File: src/rtl/console_pkg.sv
// Shared types and constants for the UART text console.
package console_pkg;

    typedef enum logic [2:0] {
        S_WAIT_VM,
        S_IDLE,
        S_DECODE,
        S_LINE,
        S_CLEAR,
        S_HOLD
    } state_t;

    localparam int VM_ADDR_W  = 12;
    localparam int FILL_LEN_W = VM_ADDR_W + 1;

    localparam logic [FILL_LEN_W-1:0] LINE_LEN   = 13'd64;
    localparam logic [FILL_LEN_W-1:0] SCREEN_LEN = 13'd4096;

    localparam logic [7:0] CH_BS = 8'h08;
    localparam logic [7:0] CH_LF = 8'h0A;
    localparam logic [7:0] CH_FF = 8'h0C;
    localparam logic [7:0] CH_CR = 8'h0D;
    localparam logic [7:0] CH_SP = 8'h20;

    // Row increment with explicit wrap at the last visible row.
    function automatic logic [5:0] row_inc(input logic [5:0] row, input logic [5:0] row_max);
        return (row == row_max) ? 6'd0 : row + 6'd1;
    endfunction

endpackage

File: src/rtl/console_fill.sv
// Fill engine: streams one address per cycle from a start address for a
// given length; used for both single-line and full-screen clears.
module console_fill
    import console_pkg::*;
#(
    parameter logic [7:0] FILL_CHAR = CH_SP
) (
    input  logic                  clk,
    input  logic                  reset_p,
    input  logic                  start,
    input  logic                  abort,
    input  logic [VM_ADDR_W-1:0]  base,
    input  logic [FILL_LEN_W-1:0] len,
    output logic [VM_ADDR_W-1:0]  addr,
    output logic [7:0]            data,
    output logic                  valid,
    output logic                  last
);

    logic [FILL_LEN_W-1:0] remaining;

    assign data = FILL_CHAR;
    assign last = valid && (remaining == 13'd1);

    // Address counter: load on start, advance once per cycle until the length is spent.
    // NOTE: sequential state uses non-blocking assignments so every register samples pre-edge values.
    always_ff @(posedge clk or posedge reset_p) begin
        if (reset_p) begin
            valid     <= 1'b0;
            addr      <= '0;
            remaining <= '0;
        end else if (start) begin
            valid     <= 1'b1;
            addr      <= base;
            remaining <= len;
        end else if (valid) begin
            if (abort || remaining == 13'd1) begin
                valid <= 1'b0;
            end else begin
                addr      <= addr + 12'd1;
                remaining <= remaining - 13'd1;
            end
        end
    end

endmodule

File: src/rtl/uart_text_console.sv
// UART receive consumer that renders bytes as text into video memory,
// with cursor tracking, CR/LF/BS/FF handling and line/screen clearing.
module uart_text_console
    import console_pkg::*;
#(
    parameter int         ROWS      = 48,
    parameter int         COLS      = 64,
    parameter logic [7:0] FILL_CHAR = CH_SP
) (
    input  logic                 clk,
    input  logic                 reset_p,
    input  logic                 rx_full,
    input  logic [7:0]           rx_data,
    input  logic                 rx_ovr,
    output logic                 rx_rd,
    input  logic                 vm_reset_done,
    output logic [VM_ADDR_W-1:0] vm_w_addr,
    output logic [7:0]           vm_w_data,
    output logic                 vm_w_valid,
    output logic [5:0]           cursor_row,
    output logic [5:0]           cursor_col,
    output logic                 busy,
    output logic [7:0]           ovr_count
);

    localparam logic [5:0] ROW_MAX = 6'(ROWS - 1);
    localparam logic [5:0] COL_MAX = 6'(COLS - 1);

    state_t                 state_q, state_d;
    logic [7:0]             byte_q;
    logic                   ovr_q;

    logic [5:0]             row_d, col_d, col_m1;
    logic                   rd_d, byte_load, newline;
    logic                   wr_en;
    logic [VM_ADDR_W-1:0]   wr_addr;
    logic [7:0]             wr_data;

    logic                   fill_start, fill_abort;
    logic [VM_ADDR_W-1:0]   fill_base;
    logic [FILL_LEN_W-1:0]  fill_len;
    logic [VM_ADDR_W-1:0]   fill_addr;
    logic [7:0]             fill_data;
    logic                   fill_valid, fill_last;

    assign col_m1 = cursor_col - 6'd1;

    console_fill #(.FILL_CHAR(FILL_CHAR)) u_fill (
        .clk     (clk),
        .reset_p (reset_p),
        .start   (fill_start),
        .abort   (fill_abort),
        .base    (fill_base),
        .len     (fill_len),
        .addr    (fill_addr),
        .data    (fill_data),
        .valid   (fill_valid),
        .last    (fill_last)
    );

    // State register.
    always_ff @(posedge clk or posedge reset_p) begin
        if (reset_p) state_q <= S_WAIT_VM;
        else         state_q <= state_d;
    end

    // Next-state, cursor update and write/fill requests.
    // NOTE: every signal gets a default first so no path leaves one unassigned (no latches).
    always_comb begin
        state_d    = state_q;
        row_d      = cursor_row;
        col_d      = cursor_col;
        rd_d       = 1'b0;
        byte_load  = 1'b0;
        newline    = 1'b0;
        wr_en      = 1'b0;
        wr_addr    = '0;
        wr_data    = '0;
        fill_start = 1'b0;
        fill_abort = 1'b0;
        fill_base  = '0;
        fill_len   = '0;

        case (state_q)
            S_WAIT_VM: if (vm_reset_done) state_d = S_IDLE;

            S_IDLE: begin
                if (!vm_reset_done) begin
                    state_d = S_WAIT_VM;
                end else if (rx_full) begin
                    byte_load = 1'b1;
                    rd_d      = 1'b1;
                    state_d   = S_DECODE;
                end
            end

            S_DECODE: begin
                state_d = S_HOLD;
                if (byte_q >= 8'h20 && byte_q <= 8'h7E) begin
                    wr_en   = 1'b1;
                    wr_addr = {cursor_row, cursor_col};
                    wr_data = byte_q;
                    if (cursor_col == COL_MAX) begin
                        col_d   = 6'd0;
                        newline = 1'b1;
                    end else begin
                        col_d = cursor_col + 6'd1;
                    end
                end else begin
                    case (byte_q)
                        CH_CR: col_d = 6'd0;
                        CH_LF: newline = 1'b1;
                        CH_BS: begin
                            if (cursor_col != 6'd0) begin
                                col_d   = col_m1;
                                wr_en   = 1'b1;
                                wr_addr = {cursor_row, col_m1};
                                wr_data = FILL_CHAR;
                            end
                        end
                        CH_FF: begin
                            fill_start = 1'b1;
                            fill_base  = '0;
                            fill_len   = SCREEN_LEN;
                            state_d    = S_CLEAR;
                        end
                        default: ;
                    endcase
                end
                if (newline) begin
                    row_d      = row_inc(cursor_row, ROW_MAX);
                    fill_start = 1'b1;
                    fill_base  = {row_d, 6'd0};
                    fill_len   = LINE_LEN;
                    state_d    = S_LINE;
                end
            end

            S_LINE, S_CLEAR: begin
                wr_en   = fill_valid;
                wr_addr = fill_addr;
                wr_data = fill_data;
                if (!vm_reset_done) begin
                    fill_abort = 1'b1;
                    state_d    = S_WAIT_VM;
                end else if (fill_last) begin
                    state_d = S_HOLD;
                    if (state_q == S_CLEAR) begin
                        row_d = 6'd0;
                        col_d = 6'd0;
                    end
                end
            end

            S_HOLD: state_d = vm_reset_done ? S_IDLE : S_WAIT_VM;

            default: state_d = S_WAIT_VM;
        endcase
    end

    // Registered outputs, cursor and received byte.
    always_ff @(posedge clk or posedge reset_p) begin
        if (reset_p) begin
            rx_rd      <= 1'b0;
            vm_w_valid <= 1'b0;
            vm_w_addr  <= '0;
            vm_w_data  <= '0;
            cursor_row <= 6'd0;
            cursor_col <= 6'd0;
            busy       <= 1'b1;
            byte_q     <= '0;
        end else begin
            rx_rd      <= rd_d;
            vm_w_valid <= wr_en;
            if (wr_en) begin
                vm_w_addr <= wr_addr;
                vm_w_data <= wr_data;
            end
            cursor_row <= row_d;
            cursor_col <= col_d;
            busy       <= (state_d != S_IDLE);
            if (byte_load) byte_q <= rx_data;
        end
    end

    // Saturating count of rx_ovr rising edges.
    always_ff @(posedge clk or posedge reset_p) begin
        if (reset_p) begin
            ovr_q     <= 1'b0;
            ovr_count <= 8'd0;
        end else begin
            ovr_q <= rx_ovr;
            if (rx_ovr && !ovr_q && ovr_count != 8'hFF) ovr_count <= ovr_count + 8'd1;
        end
    end

endmodule

File: config.mk
export PLATFORM = sky130hd
export DESIGN_NAME = uart_text_console
export DESIGN_NICKNAME = d
export VERILOG_FILES = /design/src/rtl/console_pkg.sv /design/src/rtl/console_fill.sv /design/src/rtl/uart_text_console.sv
export SDC_FILE = /design/constraint.sdc
export NUM_CORES = 1
export LEC_CHECK = 0
export BUFFER_PORTS_ARGS = -buffer_cell sky130_fd_sc_hd__buf_2
export CAP_MARGIN = 20
export CORE_MARGIN = 2
export CORE_UTILIZATION = 63
export CTS_CLUSTER_SIZE = 25
export DETAILED_ROUTE_END_ITERATION = 10
export PLACE_DENSITY = 0.82
export SETUP_SLACK_MARGIN = 0.02
export SYNTH_ARGS = -nofsm -noshare
export SYNTH_HDL_FRONTEND = slang
export SYNTH_SLANG_ARGS = --single-unit
File: constraint.sdc
create_clock -name clk -period 4.05 [get_ports clk]
set_input_delay 0.6075 -clock clk [delete_from_list [all_inputs] [get_ports clk]]
set_output_delay 0.6075 -clock clk [all_outputs]
set_load 0.01 [all_outputs]
==> metrics.cfg, run 1 <==
[critical_path]
crit_family=compound AO/OA/AOI/OAI gates
crit_fanout=16
start_kind=flip-flop
slowest_stage=a41o_1
required_ns=4.29
crit_arrival_ns=3.05
worst-path-buf-inv=1
critical_path.endpoint_type=flip-flop
critPathKind=reg2reg
worstPathCellList=and4_1, a41o_1, a21oi_2, nor2_2, inv_2, a311o_1
crit_path_max_incr_delay_ns=0.59

[cts]
postCtsSetupBuffers=0
cts_hold_buf=0
clkTransAtPathRegs_ns=0.09
cts-resized-gates=0
clock_latency_ns=0.36
htreeDepth=3
clock-root-buffer=clkbuf_8
clock_sinks=81
numCtsBuffers=9
clockBufferDepth=2
cts_tree=built

[floorplanning]
chipHeight_microns=89.6
die_area_sq_mm=0.00802
ios=56
dieWidth_microns=89.6
initial_core_util_pct=64.3
core_sq_mm=0.00718
rows=31

[synthesis]
synth_fa_ha_area_share_pct=2.17
seq_area_frac_synth_pct=44.0
synthCells=465
ys.flop_type=dfrtp_1
async_flop_share_pct=100
yosys_warnings=0
synth_mux_area_share_pct=2.66
synthSimpleGateAreaFrac_pct=22.3
synth_edf_count=0
avgSynthCellArea_sq_um=9.92
synth_top_family_by_area=simple AND/OR/NAND/NOR gates
synth_xor_area_share_pct=4.75
ys_ff_latch=81
ys_types=81
syn_area_sq_mm=0.00461
synth_compound_area_share_pct=19.9
syn-num-nets=486

[power_and_ir_drop]
total_power_w=0.00303
p_leak_nw=2.21
powerDensity_mw_per_mm2=594
ir_drop_mv=0.420

[route]
wl_per_cell_microns=18.0
num_vias=3984
drtIter0Drc=332
drc_errors=0
wl_mm=11.1
top_layer_used=met4
dr.pass1.iters=6
avgViaCountPerCell=6.50
wl_met2_mm=5.40
routedLengthMet1_mm=4.71
antenna_left=0
route.met3.wl_microns=759

[grt]
grt.total_usage_pct=29.3
grt_pass1_vias=3632
grt_pass1_wl_mm=17.9
grt_start_max_net_pins=61
antenna_found_initial=0
gr-total-overflow=0

[sta]
rsz0062_at_grt=false
fin_skew_ns=0.0189
max_freq_ghz=0.355
max_slew_margin_pct=37.3
slew_violations=0
hold_violations=0
setup_viol=0
min_period_ns=2.82
tightestPinTransition_ns=0.935
post-route-period-util_pct=69.5
fin_setup_tns_ns=0

[placed_design]
gp_congestion=0.967
io_buffers=55
postPlaceCellArea_sq_mm=0.00490
hpwl_mm=7.81

[layout]
synthToLayoutAreaGrowth_pct=10.7
n_antenna_cell=0
drive_gt1_share_pct=22.4
fin_area_sq_mm=0.00511
layout_commonest_cell=dfrtp_1
nets=530
final_cell_mix=80 x dfrtp_1, 55 x buf_2, 37 x nor2_1

[run]
cap_violations=0

[min_path]
hp-class=in2async

[outcome]
outcome=complete, no violations

power breakdown:
| group | switching [W] | total [W] | internal [W] |
|---|---|---|---|
| clock | 0.000298 | 0.000540 | 0.000241 |
| combinational | 0.000623 | 0.00112 | 0.000496 |
| sequential | 0.000330 | 0.00138 | 0.00105 |
| total | 0.00125 | 0.00303 | 0.00178 |
cell type report:
class	count	area, sq um
tap	99	124
multi-input combinational	341	2390
inverter	16	61.3
sequential	81	2030
clock buffer	12	145
fill	545	2070
clock inverter	4	28.8
timing repair buffer	60	333
per-layer routing:
metal	track usage, %	vias to the layer above
met5	0	-
met4	8.28	0
met3	6.09	23
met2	45.9	188
met1	41.5	1932
li1	-	1841
cells by family (layout without fill, tap and decap cells):
| group | Yosys count | after routing |
|---|---|---|
| compound gates | 119 | 119 |
| xor+xnor | 25 | 25 |
| flops | 81 | 81 |
| simple gates | 178 | 178 |
| fa+ha+maj | 8 | 8 |
| mux | 11 | 11 |
| buf+inv | 43 | 92 |
Yosys cell counts, types with 4 or more instances:
| master | n | area (sq um) |
|---|---|---|
| o211ai_1 | 5 | 37.5 |
| or3_1 | 7 | 43.8 |
| mux2_2 | 10 | 113 |
| nor4_1 | 4 | 25.0 |
| a21oi_1 | 18 | 90.1 |
| a211oi_1 | 4 | 30.0 |
| a22o_1 | 7 | 61.3 |
| xor2_1 | 14 | 123 |
| clkbuf_1 | 13 | 48.8 |
| nand4_1 | 15 | 93.8 |
| nor3_1 | 20 | 100 |
| xnor2_1 | 11 | 96.3 |
| and4_1 | 5 | 43.8 |
| buf_2 | 9 | 45.0 |
| dfrtp_1 | 80 | 2000 |
| nor3b_1 | 8 | 60.1 |
| and3_1 | 7 | 43.8 |
| o21ai_0 | 19 | 95.1 |
| nand2_1 | 19 | 71.3 |
| a22oi_1 | 5 | 37.5 |
| o31ai_1 | 6 | 45.0 |
| inv_1 | 15 | 56.3 |
| ha_1 | 8 | 100 |
| a31oi_1 | 6 | 37.5 |
| and2_1 | 5 | 31.3 |
| nor2_1 | 37 | 139 |
| nand3_1 | 20 | 100 |
final timing paths:
check	from	to	slack, ns	cells after the start
worst max-delay path	byte_q[5]$_DFFE_PP0P_	vm_w_addr[5]$_DFFE_PP0P_	1.23	6
worst max register to register	byte_q[5]$_DFFE_PP0P_	vm_w_addr[5]$_DFFE_PP0P_	1.23	6
min in group clk	rx_ovr	ovr_q$_DFF_PP0_	0.36	1
worst min-delay path	reset_p	u_fill.remaining[5]$_DFFE_PP0P_	0.20	2
worst min register to register	vm_w_data[1]$_DFFE_PP0P_	vm_w_data[1]$_DFFE_PP0P_	0.50	1
max in group asynchronous	reset_p	vm_w_addr[5]$_DFFE_PP0P_	2.96	4
worst reg2reg max path, cell delays in order, from the launching register on:
cell and delay, ns:
dfrtp_1 0.49, and4_1 0.28, a41o_1 0.59, a21oi_2 0.32, nor2_2 0.43, inv_2 0.20
a311o_1 0.38
registers in the layout (all words and copies together) (netlist names):
signal / flops
rx_rd: 1
vm_w_valid: 1
byte_q: 8
u_fill.addr: 12
ovr_q: 1
u_fill.remaining: 13
cursor_col: 6
busy: 1
state_q: 3
ovr_count: 8
vm_w_data: 8
vm_w_addr: 12
cursor_row: 6
u_fill.valid: 1
metrics by stage:
stage / setup WS, ns / std cells / hold slack, ns / utilization [%]
floorplan: 1.36 / 465 / 0.496 / -
global placement: 1.39 / 595 / 0.472 / 68.2
detailed placement: 1.30 / 595 / 0.484 / 68.2
CTS: 1.28 / 611 / 0.360 / 70.7
global route: 1.05 / 613 / 0.232 / 71.2
finish: 1.23 / 613 / 0.201 / 71.2
No activity file was read; power rests on OpenSTA's default activity.
==> inputs of run 2 (changes only) <==
CORE_UTILIZATION = 53   (was 63)
PLACE_DENSITY = 0.74   (was 0.82)
clock period = 2.45 ns   (was 4.05 ns; I/O delays follow)
==> run 2 against run 1 <==
Die area grew 18%; non-clock buffer count rose by 32; sequential power up 56%; flip-flop and latch count stayed put; utilization decreased by 8.5 points; clock power increased by 65%; highest routed layer unchanged; worst setup slack got worse by 1.1 ns; global-route usage is 4.1 points lower.
==> metrics.cfg, run 2 (synthesis results as in run 1) <==
[critical_path]
timing.rr.end=cursor_col[0]$_DFFE_PP0P_
worstPathCellList=or4_4, nor4_4, buf_4, o21a_1, nand3_1, o31ai_2
r2r_setup_slack_ns=0.15
r2r-start=u_fill.remaining[4]$_DFFE_PP0P_
crit_fanout=5
cp.depth=6
slowest_stage=or4_4
ff2ff_path_depth=6
crit_path_max_incr_delay_ns=0.59
critical_path.endpoint_type=flip-flop
crit_family=simple AND/OR/NAND/NOR gates
worst-path-buf-inv=1
crit_arrival_ns=2.56
required_ns=2.71
critPathKind=reg2reg
start_kind=flip-flop

[grt]
grt_pass1_vias=4078
grt.total_usage_pct=25.2
use_met1_pct=33.7
grt_pass1_wl_mm=19.6
grt_util_met3_pct=4.89
grt_start_max_net_pins=82
grt-busiest-layer=met2
antenna_found_initial=0
gr-total-overflow=0
gr-usage-met2_pct=40.3

[layout]
drive_gt1_share_pct=27.3
synthToLayoutAreaGrowth_pct=16.8
nets=562
top_register=u_fill.remaining
largest_reg_flops=13
final_cell_mix=80 x dfrtp_1, 55 x buf_2, 37 x nor2_1
fin_area_sq_mm=0.00539
reg_top3=u_fill.remaining x13, u_fill.addr x12, vm_w_addr x12
layout_commonest_cell=dfrtp_1
final_cells=654
n_antenna_cell=0

[cts]
postCtsSetupBuffers=0
clock_sinks=81
cts_hold_buf=0
htreeDepth=3
clock-root-buffer=clkbuf_8
clkTransAtPathRegs_ns=0.08
clockBufferDepth=2
cts_tree=built
clock_latency_ns=0.35
numCtsBuffers=9

[outcome]
outcome=complete, no violations

[sta]
hold_violations=0
max_freq_ghz=0.435
min_period_ns=2.30
tightestPinTransition_ns=0.621
setup_viol=0
fin_skew_ns=0.0113
max_slew_margin_pct=58.5
rsz0062_at_grt=false
slew_violations=0
post-route-period-util_pct=93.8
fin_setup_tns_ns=0

[route]
drtIter0Drc=204
wl_mm=11.5
avgViaCountPerCell=6.30
antenna_left=0
dr.pass1.iters=5
num_vias=4117
wl_per_cell_microns=17.6
drc_errors=0

[floorplanning]
dieWidth_microns=97.3
core_sq_mm=0.00859
die_area_sq_mm=0.00946
rows=34
ios=56
chipHeight_microns=97.3
initial_core_util_pct=53.7

[run]
cap_violations=0

[min_path]
hp-class=in2async

[placed_design]
postPlaceCellArea_sq_mm=0.00519
gp_congestion=0.958
placed_cells=638
hpwl_mm=8.21
io_buffers=55

[power_and_ir_drop]
powerDensity_mw_per_mm2=963
p_leak_nw=2.38
ir_drop_mv=0.599

==> run 2: worst register-to-register path, stage by stage (launching register included) <==
cell     delay (ns)
dfrtp_1        0.43
or4_4          0.59
nor4_4         0.35
buf_4          0.19
o21a_1         0.19
nand3_1        0.17
o31ai_2        0.28
==> run 2: worst max-delay path by stage <==
| stage | end | start |
|---|---|---|
| after floorplan | u_fill.addr[6]$_DFFE_PP0P_ | u_fill.remaining[1]$_DFFE_PP0P_ |
| after global placement | cursor_col[1]$_DFFE_PP0P_ | u_fill.remaining[4]$_DFFE_PP0P_ |
| after detailed placement | u_fill.addr[11]$_DFFE_PP0P_ | byte_q[5]$_DFFE_PP0P_ |
| after CTS | cursor_col[0]$_DFFE_PP0P_ | u_fill.remaining[1]$_DFFE_PP0P_ |
| after global routing | cursor_col[5]$_DFFE_PP0P_ | u_fill.remaining[1]$_DFFE_PP0P_ |
| final | cursor_col[0]$_DFFE_PP0P_ | u_fill.remaining[4]$_DFFE_PP0P_ |
==> run 2: where the power goes <==
group	leakage [nW]	switching [W]	internal [W]
Combinational	1.24	0.00117	0.000971
Clock	0.0826	0.000494	0.000397
Sequential	1.05	0.000421	0.00173
==> run 2: cell type report <==
type	instances	area (sq um)
inverters	16	63.8
clock buffers	12	145
clock inverters	4	28.8
multi-input cells	341	2410
repair buffers	92	578
flip-flops and latches	81	2030
fillers	740	3210
well taps	108	135
==> run 2: layer usage <==
metal  vias up  routed length [microns]
met1      2054                     5100
met4         0                      349
met2       133                     5450
met5         -                        0
li1       1902                        -
met3        28                      594
==> run 2: per-stage QoR <==
step / hold WS (ns) / utilization (%) / total power [W] / setup slack, ns
2_1_floorplan: 0.399 / - / 0.00351 / 0.273
3_3_place_gp: 0.463 / 60.4 / 0.00422 / 0.191
3_5_place_dp: 0.480 / 60.4 / 0.00428 / 0.121
4_1_cts: 0.121 / 62.4 / 0.00518 / 0.100
5_1_grt: 0.115 / 62.7 / 0.00556 / 0.0243
6_report: 0.116 / 62.7 / 0.00519 / 0.152
==> run 2: repair_timing <==
item / 4_1_cts / 5_1_grt
endpoints found under the hold margin: 0 / 0
resized for setup: 0 / 3
setup endpoints to repair: 0 / 6
==> inputs of run 3 (changes only) <==
PLACE_DENSITY = 0.77   (was 0.74)
==> run 3 against run 2 <==
Die area stayed put; final area rose by 0.16%; maximum frequency rose by 0.90%; wire length increased by 0.37%.
==> metrics.cfg, run 3 (synthesis results as in run 1) <==
[outcome]
outcome=complete, no violations

[critical_path]
worst-path-buf-inv=1
slowest_stage=or4b_4
required_ns=2.68
crit_path_max_incr_delay_ns=0.59
crit_arrival_ns=2.51
worstPathCellList=or4b_4, a211o_1, a21oi_2, buf_4, nor3b_1, a311o_1
critPathKind=reg2reg
crit_family=compound AO/OA/AOI/OAI gates
ff2ff_path_depth=6
start_kind=flip-flop
r2r-start=byte_q[4]$_DFFE_PP0P_
r2r_setup_slack_ns=0.17
cp.depth=6
timing.rr.end=vm_w_addr[5]$_DFFE_PP0P_
critical_path.endpoint_type=flip-flop
crit_fanout=7

[grt]
grt.total_usage_pct=25.5
gr-total-overflow=0
grt_pass1_vias=4052
grt_start_max_net_pins=31
grt_pass1_wl_mm=19.9
antenna_found_initial=0

[sta]
slew_violations=0
rsz0062_at_grt=false
fin_skew_ns=0.00863
max_freq_ghz=0.439
tightestPinTransition_ns=0.646
hold_violations=0
max_slew_margin_pct=56.8
post-route-period-util_pct=93.0
min_period_ns=2.28
fin_setup_tns_ns=0
setup_viol=0

[floorplanning]
die_area_sq_mm=0.00946
initial_core_util_pct=53.7
core_sq_mm=0.00859
rows=34
ios=56
dieWidth_microns=97.3
chipHeight_microns=97.3

[cts]
clock_sinks=81
postCtsSetupBuffers=0
clock-root-buffer=clkbuf_8
clockBufferDepth=2
cts_tree=built
cts_hold_buf=0
clock_latency_ns=0.35
htreeDepth=3
cts-resized-gates=0
numCtsBuffers=9
clkTransAtPathRegs_ns=0.08

[route]
drtIter0Drc=298
drc_errors=0
wl_per_cell_microns=17.7
avgViaCountPerCell=6.35
num_vias=4137
wl_mm=11.5
antenna_left=0
dr.pass1.iters=5

[layout]
nets=559
largest_reg_flops=13
layout_commonest_cell=dfrtp_1
ff_latch_area_sq_mm=0.00203
reg_top3=u_fill.remaining x13, u_fill.addr x12, vm_w_addr x12
top_register=u_fill.remaining
drive_gt1_share_pct=26.9
multiInputGateArea_sq_mm=0.00239
final_cell_mix=80 x dfrtp_1, 55 x buf_2, 37 x nor2_1
n_antenna_cell=0
synthToLayoutAreaGrowth_pct=17.0
fillers=739

[run]
cap_violations=0

[power_and_ir_drop]
total_power_w=0.00543
ir_drop_mv=0.617
powerDensity_mw_per_mm2=1010
p_leak_nw=2.39

[min_path]
hp-class=in2async

[placed_design]
hpwl_mm=8.37
io_buffers=55
gp_congestion=0.911

==> run 3: cell types whose count changed in the layout (fill, tap and decap cells not counted) <==
cell,previous run,this run
buf_4,35,33
bufinv_16,0,2
clkbuf_1,2,0
clkbuf_8,10,12
clkinvlp_4,3,1
buf_12,2,1
o31ai_1,5,6
o31ai_4,1,0
o41ai_1,2,3
o41ai_2,1,0
==> run 3: how the worst max path moves through the flow <==
| stage | from | endpoint |
|---|---|---|
| after floorplan | u_fill.remaining[1]$_DFFE_PP0P_ | u_fill.addr[6]$_DFFE_PP0P_ |
| after global placement | byte_q[4]$_DFFE_PP0P_ | vm_w_addr[5]$_DFFE_PP0P_ |
| after detailed placement | byte_q[4]$_DFFE_PP0P_ | vm_w_addr[5]$_DFFE_PP0P_ |
| after CTS | byte_q[4]$_DFFE_PP0P_ | vm_w_addr[5]$_DFFE_PP0P_ |
| after global routing | u_fill.remaining[1]$_DFFE_PP0P_ | cursor_col[0]$_DFFE_PP0P_ |
| final | byte_q[4]$_DFFE_PP0P_ | vm_w_addr[5]$_DFFE_PP0P_ |
==> run 3: layer usage <==
| layer | vias up | wire, microns | part of all wire, % | GRT usage [%] |
|---|---|---|---|---|
| li1 | 1904 | - | - | - |
| met1 | 2039 | 4940 | 43 | 34.7 |
| met2 | 173 | 5740 | 50 | 41.7 |
| met3 | 21 | 671 | 5.8 | 4.46 |
| met4 | 0 | 184 | 1.6 | 8.55 |
| met5 | - | 0 | 0 | 0 |
==> run 3: per-stage QoR <==
step | area [sq um] | hold slack, ns | std cells | worst slack [ns] | utilization [%]
floorplan | 4610 | 0.399 | 465 | 0.273 | -
global placement | 5160 | 0.466 | 635 | 0.248 | 60.0
detailed placement | 5160 | 0.471 | 635 | 0.206 | 60.0
CTS | 5400 | 0.104 | 651 | 0.178 | 62.8
global route | 5400 | 0.120 | 651 | 0.0504 | 62.8
finish | 5400 | 0.0951 | 651 | 0.172 | 62.8
==> run 3: report_power, final <==
part	internal [W]	switching [W]	total (W)	leakage (nW)
clock network	0.000658	0.000493	0.00115	0.123
logic	0.000939	0.00114	0.00208	1.21
registers	0.00173	0.000469	0.00220	1.05
total	0.00333	0.00210	0.00543	2.39
==> run 3: area by class of cell <==
type | instances | area share (%)
clock buffers | 12 | 3.06
clock inverters | 4 | 1.37
repair buffers | 89 | 10.1
inverters | 16 | 1.18
flip-flops and latches | 81 | 37.6
multi-input cells | 341 | 44.2
well taps | 108 | 2.50
